$ cat src/rtl/ysyx_23060221_ifu_if.sv
// IFU bus bundle: imem request/response, IFU->IDU handoff, WBU next-PC and fault status.
interface ysyx_23060221_ifu_if;
  logic        imem_req_valid;
  logic        imem_req_ready;
  logic [31:0] imem_addr;
  logic        imem_resp_valid;
  logic [31:0] imem_resp_data;
  logic        imem_resp_err;
  logic [31:0] inst;
  logic [31:0] pc;
  logic        IFU_valid;
  logic        IDU_ready;
  logic        npc_valid;
  logic [31:0] npc;
  logic        fetch_fault;
  logic [1:0]  fault_cause;

  modport master (
    output imem_req_valid, imem_addr, inst, pc, IFU_valid, fetch_fault, fault_cause,
    input  imem_req_ready, imem_resp_valid, imem_resp_data, imem_resp_err,
           IDU_ready, npc_valid, npc
  );

  modport slave (
    input  imem_req_valid, imem_addr, inst, pc, IFU_valid, fetch_fault, fault_cause,
    output imem_req_ready, imem_resp_valid, imem_resp_data, imem_resp_err,
           IDU_ready, npc_valid, npc
  );
endinterface

$ cat src/rtl/ysyx_23060221_ifu.sv
// Multi-cycle instruction fetch unit, one instruction in flight, sticky fault state.
// Optional IFU_PERF_EN adds transfer and stall counters as extra output ports.
module ysyx_23060221_ifu #(
  parameter logic [31:0] RESET_PC    = 32'h8000_0000,
  parameter int unsigned MEM_LAT_MAX = 255
) (
  input  logic                 clk,
  input  logic                 rst,
  ysyx_23060221_ifu_if.master  bus
`ifdef IFU_PERF_EN
  ,
  output logic [31:0]          perf_fetch_cnt,
  output logic [31:0]          perf_stall_cnt
`endif
);

  typedef enum logic [2:0] {S_REQ, S_RESP, S_HAND, S_NPC, S_FAULT} state_t;

  // Limits above the 8-bit saturating counter's reach can never fire.
  localparam logic [8:0] WD_LIM = (MEM_LAT_MAX > 255) ? 9'h1ff : 9'(MEM_LAT_MAX);

  state_t      state, state_n;
  logic [31:0] pc_q, inst_q;
  logic        vld_q;
  logic [1:0]  cause_q;
  logic [7:0]  wd;
  logic        fire, npc_ok, wd_hit;

  assign fire   = vld_q & bus.IDU_ready;
  assign npc_ok = (bus.npc[1:0] == 2'b00);
  assign wd_hit = (MEM_LAT_MAX != 0) && (({1'b0, wd} + 9'd1) >= WD_LIM);

  always_ff @(posedge clk or posedge rst) begin
    if (rst) state <= S_REQ;
    else     state <= state_n;
  end

  always_comb begin
    state_n = state;
    case (state)
      S_REQ:   if (bus.imem_req_ready) state_n = S_RESP;
      S_RESP: begin
        if (bus.imem_resp_valid) state_n = bus.imem_resp_err ? S_FAULT : S_HAND;
        else if (wd_hit)         state_n = S_FAULT;
      end
      S_HAND:  if (fire) state_n = S_NPC;
      S_NPC:   if (bus.npc_valid) state_n = npc_ok ? S_REQ : S_FAULT;
      S_FAULT: state_n = S_FAULT;
      default: state_n = S_FAULT;
    endcase
  end

  always_comb begin
    bus.imem_req_valid = (state == S_REQ);
    bus.fetch_fault    = (state == S_FAULT);
  end

  always_ff @(posedge clk or posedge rst) begin
    if (rst) begin
      pc_q    <= RESET_PC;
      inst_q  <= 32'h0;
      vld_q   <= 1'b0;
      cause_q <= 2'd0;
      wd      <= 8'd0;
    end else begin
      case (state)
        S_REQ: if (bus.imem_req_ready) wd <= 8'd0;
        S_RESP: begin
          if (wd != 8'hff) wd <= wd + 8'd1;
          // A response arriving on the timeout cycle takes priority.
          if (bus.imem_resp_valid) begin
            if (bus.imem_resp_err) begin
              cause_q <= 2'd1;
            end else begin
              inst_q <= bus.imem_resp_data;
              vld_q  <= 1'b1;
            end
          end else if (wd_hit) begin
            cause_q <= 2'd3;
          end
        end
        S_HAND: if (fire) vld_q <= 1'b0;
        S_NPC: begin
          if (bus.npc_valid) begin
            if (npc_ok) pc_q    <= bus.npc;
            else        cause_q <= 2'd2;
          end
        end
        default: ;
      endcase
    end
  end

  assign bus.imem_addr   = pc_q;
  assign bus.pc          = pc_q;
  assign bus.inst        = inst_q;
  assign bus.IFU_valid   = vld_q;
  assign bus.fault_cause = cause_q;

`ifdef IFU_PERF_EN
  always_ff @(posedge clk or posedge rst) begin
    if (rst) begin
      perf_fetch_cnt <= 32'h0;
      perf_stall_cnt <= 32'h0;
    end else begin
      if (fire) perf_fetch_cnt <= perf_fetch_cnt + 32'd1;
      if ((state == S_REQ && !bus.imem_req_ready) || state == S_RESP)
        perf_stall_cnt <= perf_stall_cnt + 32'd1;
    end
  end
`endif

endmodule
$ cat src/flat_wrapper.sv
// flat-port wrapper written by rule: the top's interface ports become plain ports
module ysyx_23060221_ifu_flat 
#(
  parameter logic [31:0] RESET_PC    = 32'h8000_0000,
  parameter int unsigned MEM_LAT_MAX = 255
)
  (clk, rst, bus_imem_req_valid, bus_imem_addr, bus_inst, bus_pc, bus_IFU_valid, bus_fetch_fault, bus_fault_cause, bus_imem_req_ready, bus_imem_resp_valid, bus_imem_resp_data, bus_imem_resp_err, bus_IDU_ready, bus_npc_valid, bus_npc);
  ysyx_23060221_ifu_if bus_i ();
  input  logic clk;
  input  logic rst;
  output wire logic [$bits(bus_i.imem_req_valid)-1:0] bus_imem_req_valid;
  output wire logic [$bits(bus_i.imem_addr)-1:0] bus_imem_addr;
  output wire logic [$bits(bus_i.inst)-1:0] bus_inst;
  output wire logic [$bits(bus_i.pc)-1:0] bus_pc;
  output wire logic [$bits(bus_i.IFU_valid)-1:0] bus_IFU_valid;
  output wire logic [$bits(bus_i.fetch_fault)-1:0] bus_fetch_fault;
  output wire logic [$bits(bus_i.fault_cause)-1:0] bus_fault_cause;
  input wire logic [$bits(bus_i.imem_req_ready)-1:0] bus_imem_req_ready;
  input wire logic [$bits(bus_i.imem_resp_valid)-1:0] bus_imem_resp_valid;
  input wire logic [$bits(bus_i.imem_resp_data)-1:0] bus_imem_resp_data;
  input wire logic [$bits(bus_i.imem_resp_err)-1:0] bus_imem_resp_err;
  input wire logic [$bits(bus_i.IDU_ready)-1:0] bus_IDU_ready;
  input wire logic [$bits(bus_i.npc_valid)-1:0] bus_npc_valid;
  input wire logic [$bits(bus_i.npc)-1:0] bus_npc;
  assign bus_imem_req_valid = bus_i.imem_req_valid;
  assign bus_imem_addr = bus_i.imem_addr;
  assign bus_inst = bus_i.inst;
  assign bus_pc = bus_i.pc;
  assign bus_IFU_valid = bus_i.IFU_valid;
  assign bus_fetch_fault = bus_i.fetch_fault;
  assign bus_fault_cause = bus_i.fault_cause;
  assign bus_i.imem_req_ready = bus_imem_req_ready;
  assign bus_i.imem_resp_valid = bus_imem_resp_valid;
  assign bus_i.imem_resp_data = bus_imem_resp_data;
  assign bus_i.imem_resp_err = bus_imem_resp_err;
  assign bus_i.IDU_ready = bus_IDU_ready;
  assign bus_i.npc_valid = bus_npc_valid;
  assign bus_i.npc = bus_npc;
  ysyx_23060221_ifu #(.RESET_PC(RESET_PC), .MEM_LAT_MAX(MEM_LAT_MAX)) u_core (.clk(clk), .rst(rst), .bus(bus_i));
endmodule
$ cat config.mk
export PLATFORM = sky130hd
export DESIGN_NAME = ysyx_23060221_ifu_flat
export DESIGN_NICKNAME = d
export VERILOG_FILES = /design/src/rtl/ysyx_23060221_ifu_if.sv /design/src/rtl/ysyx_23060221_ifu.sv /design/src/flat_wrapper.sv
export SDC_FILE = /design/constraint.sdc
export NUM_CORES = 1
export LEC_CHECK = 0
export BUFFER_PORTS_ARGS = -buffer_cell sky130_fd_sc_hd__buf_4
export CAP_MARGIN = 20
export CORE_MARGIN = 1.5
export CORE_UTILIZATION = 50
export CTS_CLUSTER_SIZE = 16
export DETAILED_ROUTE_END_ITERATION = 16
export HOLD_SLACK_MARGIN = 0.15
export PLACE_DENSITY = 0.95
export SYNTH_ARGS = -nofsm -noshare
export SYNTH_HDL_FRONTEND = slang
export SYNTH_SLANG_ARGS = --single-unit
$ cat constraint.sdc
create_clock -name clk -period 7.55 [get_ports clk]
set_clock_uncertainty 0.05 [all_clocks]
set_input_delay 2.265 -clock clk [delete_from_list [all_inputs] [get_ports clk]]
set_output_delay 2.265 -clock clk [all_outputs]
set_load 0.005 [all_outputs]
### Word-level counts from Yosys, hierarchy flattened

Cells that the tools add are included.

* output and inout port bits: 101
* bits in registers: 78

* mux-type cells: 21
* add/subtract/negate cells: 2
* reduce and logical (&&, ||, !) cells: 11
* equal/unequal tests: 14
* $lt $le $gt $ge: 1
* bitwise gates (word level): 2

Operators by type and width (number)
* $mux 3: 7
* $mux 8: 2
* $pmux 8 s2: 1
* $pmux 3 s4: 1
* $mux 2: 5
* $add 8x1->9 const B: 1
* $ge 9x8->1 const B: 1
* $reduce_and 3->1: 3
* $add 8x1->8 const B: 1
* $ne 2x2->1 const B: 4
* $ne 8x8->1 const B: 1
* $reduce_and 4->1: 2
* $eq 3x2->1 const B: 2
* $ne 2x1->1 const B: 3
* $reduce_bool 2->1: 3
* $reduce_and 5->1: 1
* $pmux 2 s2: 1
* $eq 3x1->1 const B: 1
* $eq 3x3->1 const B: 1
* $logic_not 3->1: 1
* $mux 1: 3
* $ne 3x2->1 const B: 1
* $ne 3x3->1 const B: 1
* $logic_not 2->1: 1
* other kinds (3): 3

### Depth between registers and ports, before layout

Gate-level depths: netlist of run 1.

* depth after elaboration: 5
* gate-level depth with buffers: 8
* depth with buffers taken out: 7

### Worst setup path before layout of run 1

No wires, ideal clock.

* path kind: input-to-reg
* from: input bus_imem_resp_valid
* to: register u_core.inst_q[10], in the netlist u_core.bus.inst[10]
* setup slack: 4244 ps
* data required time: 7375 ps
* stages: 4
* arrival time: 3132 ps
* path through: nor2b_1 nand2_1 buf_2 mux2_2

* cells in the longest elaborated chain, start to end: 1

Ends and longest elaborated chain
* start, declared: line flat_wrapper.sv:19 `input wire logic [$bits(bus_i.imem_resp_valid)-1:0] bus_imem_resp_valid;`
* $reduce_and 3->1 (no line)
* end signal, assigned: line ysyx_23060221_ifu.sv:75 `inst_q <= bus.imem_resp_data;`
* end, declared: line ysyx_23060221_ifu.sv:23 `logic [31:0] pc_q, inst_q;`

Every way passes these cells.
A chain may end at the register's enable or synchronous reset.

### Worst setup path in the final report of run 1

* from: register u_core.state[2]
* to: output bus_fetch_fault

* cells in the longest elaborated chain, start to end: 1

Ends and longest elaborated chain
* start, declared: line ysyx_23060221_ifu.sv:22 `state_t state, state_n;`
* start signal, assigned: line ysyx_23060221_ifu.sv:35 `else state <= state_n;`
* $eq 3x3->1: line ysyx_23060221_ifu.sv:55 `bus.fetch_fault = (state == S_FAULT);`
* end, declared: line flat_wrapper.sv:16 `output wire logic [$bits(bus_i.fetch_fault)-1:0] bus_fetch_fault;`

Every way passes these cells.

==> reports/metrics.cfg, run 1 <==
[synth]
synth_nets=351
syn-cell-area_um2=3543
synth_common_cells=dfrtp_1 (77), mux2_2 (62), buf_4 (32), nand2_1 (13), o21ai_0 (12)
yosysUniqueCellTypes=40
syn_avg_cell_area_um2=12.75
yosys.area_share.adder=0.007062
synthMuxAreaShare=0.1970
yosysWarnings=0
ys_top_cells_by_area=dfrtp_1 (54%), mux2_2 (20%), buf_4 (6.8%), o21ai_0 (1.7%), nand2_1 (1.4%)
yosys_register_bits=78
async_reset_ff_frac=1.000
synth-edff-count=0
synthCells=278
synth_top_area_share=0.5438
synth-xor-area-share=0.002472
seq_area_frac_synth=0.5512
synth_top_family_by_area=multiplexers
ys_dominant_reg_cell=dfrtp_1
synth.most_common_cell=dfrtp_1
synth_top_cell_by_area=dfrtp_1
synthSimpleGateAreaFrac=0.08439
synth-compound-area-share=0.07027

[floorplanning]
fp.dieH_um=87.19
num_io_pins=172
dieArea_um2=7601
core_um2=6832
row_count=30
start_util=0.5187
die_w_um=87.19

[cts]
clockBufferDepth=2
hold_buffers=0
post_cts_buffers=0
insertion_delay_ps=330
clock_sinks=78
cts_inserted_buffers=9
clkSlewWorstSetupHoldPaths_ps=80
clockRootBuffer=clkbuf_8
postCtsResizedCells=0
cts_tree=built
cts_max_level=3

[sta]
post-route-period-util=0.4789
worst_slack_ps=3934
tns_ps=0
maxSlewHeadroom=0.3611
holdWs_ps=460.0
hold_viol_final=0
setup_violations=0
worst_pin_slew_ps=958.3
max_freq_mhz=276.6
slew_violations=0
rsz0062_at_grt=false
period_minus_slack_ps=3616

[detailed_routing]
routed_wl_um=7899
wl_per_cell_um=15.22
dr_total_vias=2647
drt_iter0_markers=111
viasPerCell=5.100
dr_wl_met2_um=4090
drc=0
top_layer_used=met4
wl_met1_um=3065
dr_wl_met3_um=559
drtAntennaViolNets=0
firstDrtPassIters=4

[global_route]
antenna_found_initial=0
grt_pass1_vias=2570
grt_start_max_net_pins=79
grt_pass1_wl_um=12160
overflow=0
grtUsageTotal=0.2077

[pwr]
switching_power_uw=421.6
comb_power_share=0.333
finalPower_uw=1438
cellPowerDensity_nw_per_um2=294.8
p_leak_uw=0.002500
internal_power_uw=1017
irDropWorstVdd_mv=0.1889
swShare=0.2931
power_frac_seq=0.447
power.share.clock=0.220

[setup_path]
crit_path_start_kind=flop
worstPathArrival_ps=1300
crit_type=flop to output pin
critPathCaptureType=output pin
reg2reg_from=u_core.wd[0]
worstPathRequired_ps=5240
r2r_cells=6
r2r_slack_ps=5340
startpoint=u_core.state[2]
path_max_fanout=10
r2r-end=u_core.state[0]
cp-endpoint=bus_fetch_fault

[hold_path]
hold_class=flop to flop

[placed_design]
dp_hpwl_um=5885
pre_cts_ws_ps=3983
io_buffers=171
place_congestion=0.7569

[finish]
drive_above_1_share=0.6147
diodes=0
fill_cells=508
finalCoreUtilization=0.7141
nets=491
multi_input_area_um2=1280
areaGrowthSynthToFinish_pct=37.68
regArea_um2=1953

[job]
max_cap_viol_count=0

[run_status]
status=completed

## power by group through the flow
stage	sequential (uW)	clock, uW	combinational, uW
after global routing	661	345	522
after floorplan	625	0	240
final	643	316	479
after global placement	641	0	467
after CTS	643	326	484
after detailed placement	649	0	484
## state kept, by name, indices dropped and copies added (netlist names)
register                flops
u_core.bus.IFU_valid        1
u_core.bus.fault_cause      2
u_core.bus.imem_addr       32
u_core.bus.inst            32
u_core.state                3
u_core.wd                   8
## metal layers
layer / GRT usage / up-vias
met5: 0 / -
li1: - / 1231
met3: 0.04455 / 14
met1: 0.2480 / 1276
met4: 0.08514 / 0
met2: 0.3643 / 126
## through the flow
stage / cell area (um2) / std cells
finish: 4878 / 519
global route: 4878 / 519
CTS: 4878 / 519
detailed placement: 4672 / 503
global placement: 4672 / 503
floorplan: 3543 / 278
## worst max-delay path, stage by stage (launching register included)
cell and delay, ps:
dfrtp_1 560, nor3b_1 260, buf_4 150
## area by class of cell
class | count | share of cell area
inverters | 3 | 0.002565
repair buffers | 174 | 0.2678
flip-flops and latches | 78 | 0.4004
clock inverters | 6 | 0.01411
multi-input cells | 152 | 0.2624
clock buffers | 10 | 0.02821
well taps | 96 | 0.02462
## cell usage in the layout, fill, tap and decap left out, drive strengths merged, types with 2 or more instances in the layout
master and count:
buf 174, dfrtp 77, mux2 62, nand2 13, o21ai 12, clkbuf 10
nor2 9, a21oi 6, nor2b 5, nand2b 4, nand3 4, inv 4
nand4 3, and2 3, o41ai 3, o31ai 3, clkinv 3, nand3b 2
a21boi 2, nor3 2, a31oi 2, ha 2, nor3b 2, a32oi 2
## how the worst min path moves through the flow
stage	from	end	slack [ps]	cells after the start
6_report	u_core.bus.inst[27]	u_core.bus.inst[27]	460	1
5_1_grt	u_core.bus.inst[27]	u_core.bus.inst[27]	480	1
4_1_cts	u_core.bus.inst[27]	u_core.bus.inst[27]	460	1
3_5_place_dp	u_core.bus.inst[27]	u_core.bus.inst[27]	440	1
3_3_place_gp	u_core.bus.inst[15]	u_core.bus.inst[15]	440	1
2_1_floorplan	u_core.wd[7]	u_core.wd[7]	430	1
## kinds of logic (layout without fill, tap and decap cells)
kind of cell,count (synthesis),after routing
AND/OR/NAND/NOR,52,52
adder cells (fa/ha/maj),2,2
XOR/XNOR,1,1
flip-flops,78,78
multiplexers,62,62
buffers and inverters,48,193
AO/OA/AOI/OAI,35,35
Power figures use the tool's default switching activity.
==> run 2: changes to the inputs <==
--- a/config.mk
+++ b/config.mk
@@ -8,11 +8,11 @@
 export BUFFER_PORTS_ARGS = -buffer_cell sky130_fd_sc_hd__buf_4
 export CAP_MARGIN = 20
 export CORE_MARGIN = 1.5
-export CORE_UTILIZATION = 50
+export CORE_UTILIZATION = 46
 export CTS_CLUSTER_SIZE = 16
 export DETAILED_ROUTE_END_ITERATION = 16
 export HOLD_SLACK_MARGIN = 0.15
-export PLACE_DENSITY = 0.95
+export PLACE_DENSITY = 0.91
 export SYNTH_ARGS = -nofsm -noshare
 export SYNTH_HDL_FRONTEND = slang
 export SYNTH_SLANG_ARGS = --single-unit
==> constraint.sdc (replaced) <==
create_clock -name clk -period 3.67 [get_ports clk]
set_clock_uncertainty 0.05 [all_clocks]
set_input_delay 1.101 -clock clk [delete_from_list [all_inputs] [get_ports clk]]
set_output_delay 1.101 -clock clk [all_outputs]
set_load 0.005 [all_outputs]
==> reports/metrics.cfg, run 2 (synthesis results as in run 1) <==
[run_status]
status=completed  ; unchanged

[hold_path]
hold_path_startpoint=u_core.bus.inst[30]  ; was u_core.bus.inst[27]
whs_path_depth=1  ; unchanged
hold_class=flop to flop  ; unchanged
min_to=u_core.bus.inst[30]  ; was u_core.bus.inst[27]

[setup_path]
cp_cell_sequence=nor3b_1, buf_4  ; unchanged
crit_type=flop to output pin  ; unchanged
reg2reg_from=u_core.wd[0]  ; unchanged
r2r_cells=6  ; unchanged
crit_path_start_kind=flop  ; unchanged
path_max_fanout=13  ; was 10
r2r_slack_ps=1500  ; was 5340 ps
critPathCaptureType=output pin  ; unchanged
worstPathRequired_ps=2520  ; was 5240 ps
worstPathArrival_ps=1260  ; was 1300 ps
max_stage_delay_ps=540  ; was 560 ps
cp_slowest_cell=dfrtp_1  ; unchanged
r2r-end=u_core.state[0]  ; unchanged

[pwr]
cellPowerDensity_nw_per_um2=612.5  ; was 294.8 nW/um2
p_leak_uw=0.002507  ; was 0.002500 uW
irDropWorstVdd_mv=0.3600  ; was 0.1889 mV
finalPower_uw=2997  ; was 1438 uW

[placed_design]
pre_cts_ws_ps=1266  ; was 3983 ps
place_congestion=0.8160  ; was 0.7569
placedInstanceArea_um2=4683  ; was 4672 um2
io_buffers=171  ; unchanged
dp_hpwl_um=6155  ; was 5885 um

[floorplanning]
num_io_pins=172  ; unchanged
row_count=31  ; was 30
core_um2=7370  ; was 6832 um2
start_util=0.4808  ; was 0.5187
dieArea_um2=8238  ; was 7601 um2
fp.dieH_um=90.77  ; was 87.19 um
die_w_um=90.77  ; was 87.19 um

[global_route]
grt_start_max_net_pins=35  ; was 79
overflow=0  ; unchanged
gr-max-usage-layer=met2  ; unchanged
grt_pass1_wl_um=12840  ; was 12,160 um
grt_use_met2=0.3647  ; was 0.3643
grtUsageTotal=0.1963  ; was 0.2077
grt_pass1_vias=2646  ; was 2,570
antenna_found_initial=0  ; unchanged
use_met1=0.2121  ; was 0.2480
grt_use_met3=0.05556  ; was 0.04455

[cts]
clockBufferDepth=2  ; unchanged
postCtsResizedCells=0  ; unchanged
clockRootBuffer=clkbuf_8  ; unchanged
insertion_delay_ps=330  ; about the same
post_cts_buffers=0  ; unchanged
clock_sinks=78  ; unchanged
cts_inserted_buffers=9  ; unchanged
hold_buffers=0  ; unchanged
cts_tree=built  ; unchanged
cts_max_level=3  ; unchanged
clkSlewWorstSetupHoldPaths_ps=80  ; about the same

[detailed_routing]
wl_per_cell_um=15.31  ; was 15.22 um
drt_iter0_markers=55  ; was 111
routed_wl_um=7990  ; was 7899 um
drtAntennaViolNets=0  ; unchanged
firstDrtPassIters=5  ; was 4
viasPerCell=4.992  ; was 5.100
dr_total_vias=2606  ; was 2,647
drc=0  ; unchanged

[finish]
fill_cells=575  ; was 508
final_cell_mix=buf_4 (175), dfrtp_1 (77), mux2_2 (62)  ; was buf_4 (174), dfrtp_1 (77), mux2_2 (62)
areaGrowthSynthToFinish_pct=38.10  ; was 37.68%
drive_above_1_share=0.6147  ; unchanged
final_common_cell=buf_4  ; unchanged
nets=492  ; was 491
diodes=0  ; unchanged
final_area_um2=4893  ; was 4878 um2

[sta]
hold_viol_final=0  ; unchanged
worst_slack_ps=1263  ; was 3934 ps
rsz0062_at_grt=false  ; unchanged
period_minus_slack_ps=2407
maxSlewHeadroom=0.6979  ; was 0.3611
worst_pin_slew_ps=452.6  ; was 958.3 ps
max_freq_mhz=415.4
slew_violations=0  ; unchanged
tns_ps=0  ; unchanged
setup_violations=0  ; unchanged
post-route-period-util=0.6559
holdWs_ps=461.5  ; was 460.0 ps

[job]
max_cap_viol_count=0  ; unchanged

-- run 2: changes by cell type in the layout (fill, tap and decap cells not counted) --
cell	before	now
bufinv_16	1	2
clkinv_2	2	3
inv_6	2	1
clkbuf_8	10	9
clkinv_4	1	0
buf_4	174	175
-- run 2: layer usage --
metal / share of wire / routed length, um / vias to the layer above
met5: 0 / 0 / -
met4: 0.011 / 91 / 0
met3: 0.077 / 612 / 10
met2: 0.54 / 4324 / 114
met1: 0.37 / 2962 / 1262
li1: - / - / 1220
-- run 2: worst max-delay path by stage --
stage | startpoint | to | slack (ps)
floorplan | rst | u_core.bus.IFU_valid | 530
global placement | bus_imem_resp_valid | u_core.bus.inst[25] | 1300
detailed placement | bus_imem_resp_valid | u_core.bus.inst[14] | 1270
CTS | u_core.state[1] | bus_fetch_fault | 1250
global route | u_core.state[2] | bus_fetch_fault | 1160
finish | u_core.state[1] | bus_fetch_fault | 1260
-- run 2: layout make-up --
class,instances,area (um2),area share
Multi-Input combinational cell,152,1280,0.2616
Clock buffer,9,123.9,0.02531
Clock inverter,6,86.33,0.01764
Inverter,3,12.51,0.002557
Tap cell,99,123.9,0.02531
Sequential cell,78,1953,0.3991
Timing Repair Buffer,175,1314,0.2685
-- run 2: where the power goes --
group          internal (uW)  switching (uW)  total (uW)  leakage [uW]
registers               1120             208        1330       0.00101
clock network            379             300         680      0.000105
logic                    639             353         992       0.00139
-- run 2: stage by stage --
| stage | util | cells |
|---|---|---|
| after floorplan | - | 278 |
| after global placement | 0.6355 | 507 |
| after detailed placement | 0.6355 | 507 |
| after CTS | 0.6640 | 522 |
| after global routing | 0.6640 | 522 |
| final | 0.6640 | 522 |
-- run 2: critical path: cells and delay by family, from the launching register on --
kind	cells	cell delay [ps]
buffers and inverters	1	140
flip-flops	1	540
AND/OR/NAND/NOR	1	240
==> run 3: changes to the inputs <==
--- a/config.mk
+++ b/config.mk
@@ -8,11 +8,11 @@
 export BUFFER_PORTS_ARGS = -buffer_cell sky130_fd_sc_hd__buf_4
 export CAP_MARGIN = 20
 export CORE_MARGIN = 1.5
-export CORE_UTILIZATION = 46
+export CORE_UTILIZATION = 42
 export CTS_CLUSTER_SIZE = 16
 export DETAILED_ROUTE_END_ITERATION = 16
 export HOLD_SLACK_MARGIN = 0.15
-export PLACE_DENSITY = 0.91
+export PLACE_DENSITY = 0.88
 export SYNTH_ARGS = -nofsm -noshare
 export SYNTH_HDL_FRONTEND = slang
 export SYNTH_SLANG_ARGS = --single-unit
==> constraint.sdc (replaced) <==
create_clock -name clk -period 2.13 [get_ports clk]
set_clock_uncertainty 0.05 [all_clocks]
set_input_delay 0.639 -clock clk [delete_from_list [all_inputs] [get_ports clk]]
set_output_delay 0.639 -clock clk [all_outputs]
set_load 0.005 [all_outputs]
==> reports/metrics.cfg, run 3 (synthesis results as in run 1) <==
[pwr]
swShare=0.2902  ; was 0.2876
comb_power_share=0.351  ; was 0.331
cellPowerDensity_nw_per_um2=1031  ; was 612.5 nW/um2
power_frac_seq=0.436  ; was 0.442
irDropWorstVdd_mv=0.7150  ; was 0.3600 mV
p_leak_uw=0.002517  ; was 0.002507 uW
power.share.clock=0.213  ; was 0.227
switching_power_uw=1476  ; was 862.0 uW
internal_power_uw=3611  ; was 2135 uW

[global_route]
antenna_found_initial=0  ; unchanged
grt_pass1_vias=2498  ; was 2,646
overflow=0  ; unchanged
grtUsageTotal=0.1634  ; was 0.1963
grt_pass1_wl_um=11420  ; was 12,840 um
grt_start_max_net_pins=79  ; was 35

[floorplanning]
die_w_um=94.85  ; was 90.77 um
dieArea_um2=8997  ; was 8238 um2
num_io_pins=172  ; unchanged
core_um2=8175  ; was 7370 um2
fp.dieH_um=94.85  ; was 90.77 um
row_count=33  ; was 31
start_util=0.4334  ; was 0.4808

[detailed_routing]
wl_per_cell_um=14.29  ; was 15.31 um
firstDrtPassIters=4  ; was 5
viasPerCell=4.912  ; was 4.992
drtAntennaViolNets=0  ; unchanged
drc=0  ; unchanged
dr_total_vias=2613  ; was 2,606
drt_iter0_markers=67  ; was 55
routed_wl_um=7601  ; was 7990 um

[hold_path]
hold_class=input pin to asynchronous set/reset pin  ; was flop to flop

[setup_path]
crit_path_start_kind=flop  ; unchanged
r2r_cells=6  ; unchanged
reg2reg_from=u_core.wd[0]  ; unchanged
crit_type=flop to flop  ; was flop to output pin
r2r-end=u_core.wd[2]  ; was u_core.state[0]
r2r_slack_ps=140  ; was 1500 ps
critPathCaptureType=flop  ; was output pin
worstPathArrival_ps=2130  ; was 1260 ps
worstPathRequired_ps=2270  ; was 2520 ps
path_max_fanout=11  ; was 13

[sta]
hold_viol_final=0  ; unchanged
holdWs_ps=375.8  ; was 461.5 ps
maxSlewHeadroom=0.7197  ; was 0.6979
slew_violations=0  ; unchanged
rsz0062_at_grt=false  ; unchanged
max_freq_mhz=502.1
worst_pin_slew_ps=420.5  ; was 452.6 ps
period_minus_slack_ps=1992
post-route-period-util=0.9350
tns_ps=0  ; unchanged
setup_violations=0  ; unchanged

[finish]
final_common_cell=buf_4  ; unchanged
diodes=0  ; unchanged
nets=495  ; was 492
fill_cells=659  ; was 575
drive_above_1_share=0.6159  ; was 0.6147
areaGrowthSynthToFinish_pct=39.23  ; was 38.10%
final_area_um2=4933  ; was 4893 um2
final_cell_mix=buf_4 (176), dfrtp_1 (76), mux2_2 (62)  ; was buf_4 (175), dfrtp_1 (77), mux2_2 (62)

[cts]
clkSlewWorstSetupHoldPaths_ps=80  ; about the same
clockBufferDepth=2  ; unchanged
cts_max_level=3  ; unchanged
clockRootBuffer=clkbuf_8  ; unchanged
hold_buffers=0  ; unchanged
cts_inserted_buffers=9  ; unchanged
insertion_delay_ps=330  ; about the same
clock_sinks=78  ; unchanged
cts_tree=built  ; unchanged

[placed_design]
io_buffers=171  ; unchanged
place_congestion=0.8598  ; was 0.8160
dp_hpwl_um=5712  ; was 6155 um
placedInstanceArea_um2=4741  ; was 4683 um2

[job]
max_cap_viol_count=0  ; unchanged

[run_status]
status=completed  ; unchanged

-- run 3: worst max-delay path: stages, from the launching register on --
cell      delay (ps)
dfrtp_2          480
ha_1             230
nand2_1          160
nor3_1            70
a2111o_1         530
o21ai_1          200
o21ai_0          130
-- run 3: layout make-up --
cell class,instances,area (um2),share of cell area
clock inverters,5,60.06,0.01217
well taps,105,131.4,0.02663
clock buffers,11,131.4,0.02663
multi-input cells,152,1280,0.2594
repair buffers,178,1361,0.2759
flip-flops and latches,78,1954,0.3961
inverters,3,15.01,0.003043
-- run 3: what timing repair did --
action                     CTS  global route
setup buffers                0             0
resized for setup            0             2
setup endpoints to repair    0             1
-- run 3: metal layers --
| metal | global-route usage | vias up | wire length (um) |
|---|---|---|---|
| li1 | - | 1232 | - |
| met1 | 0.1816 | 1249 | 2899 |
| met2 | 0.2964 | 122 | 3980 |
| met3 | 0.04670 | 10 | 645 |
| met4 | 0.05597 | 0 | 77 |
| met5 | 0 | - | 0 |
-- run 3: power groups by stage --
stage	Combinational [uW]	Clock, uW	Sequential [uW]
2_1_floorplan	852	0	2220
3_3_place_gp	1760	0	2210
3_5_place_dp	1820	0	2250
4_1_cts	1820	1130	2220
5_1_grt	1960	1190	2280
6_report	1790	1080	2220
-- run 3: how the worst max path moves through the flow --
stage | startpoint | cells after the start | to | slack [ps]
floorplan | u_core.wd[1] | 7 | u_core.wd[3] | 220
detailed placement | u_core.wd[0] | 6 | u_core.wd[2] | 80
finish | u_core.wd[0] | 6 | u_core.wd[2] | 140
global route | u_core.wd[1] | 6 | u_core.wd[2] | 30
CTS | u_core.wd[0] | 6 | u_core.wd[2] | 60
global placement | u_core.wd[0] | 6 | u_core.wd[2] | 240
-- run 3: per-stage QoR --
stage                     std cells  total power (uW)    util  setup WS [ps]
after floorplan                 278              3068       -          219.5
after global placement          516              3971  0.5799          242.9
after detailed placement        516              4064  0.5799          80.30
after global routing            532              5430  0.6035          26.60
after CTS                       532              5164  0.6033          59.99
final                           532              5087  0.6035          138.4
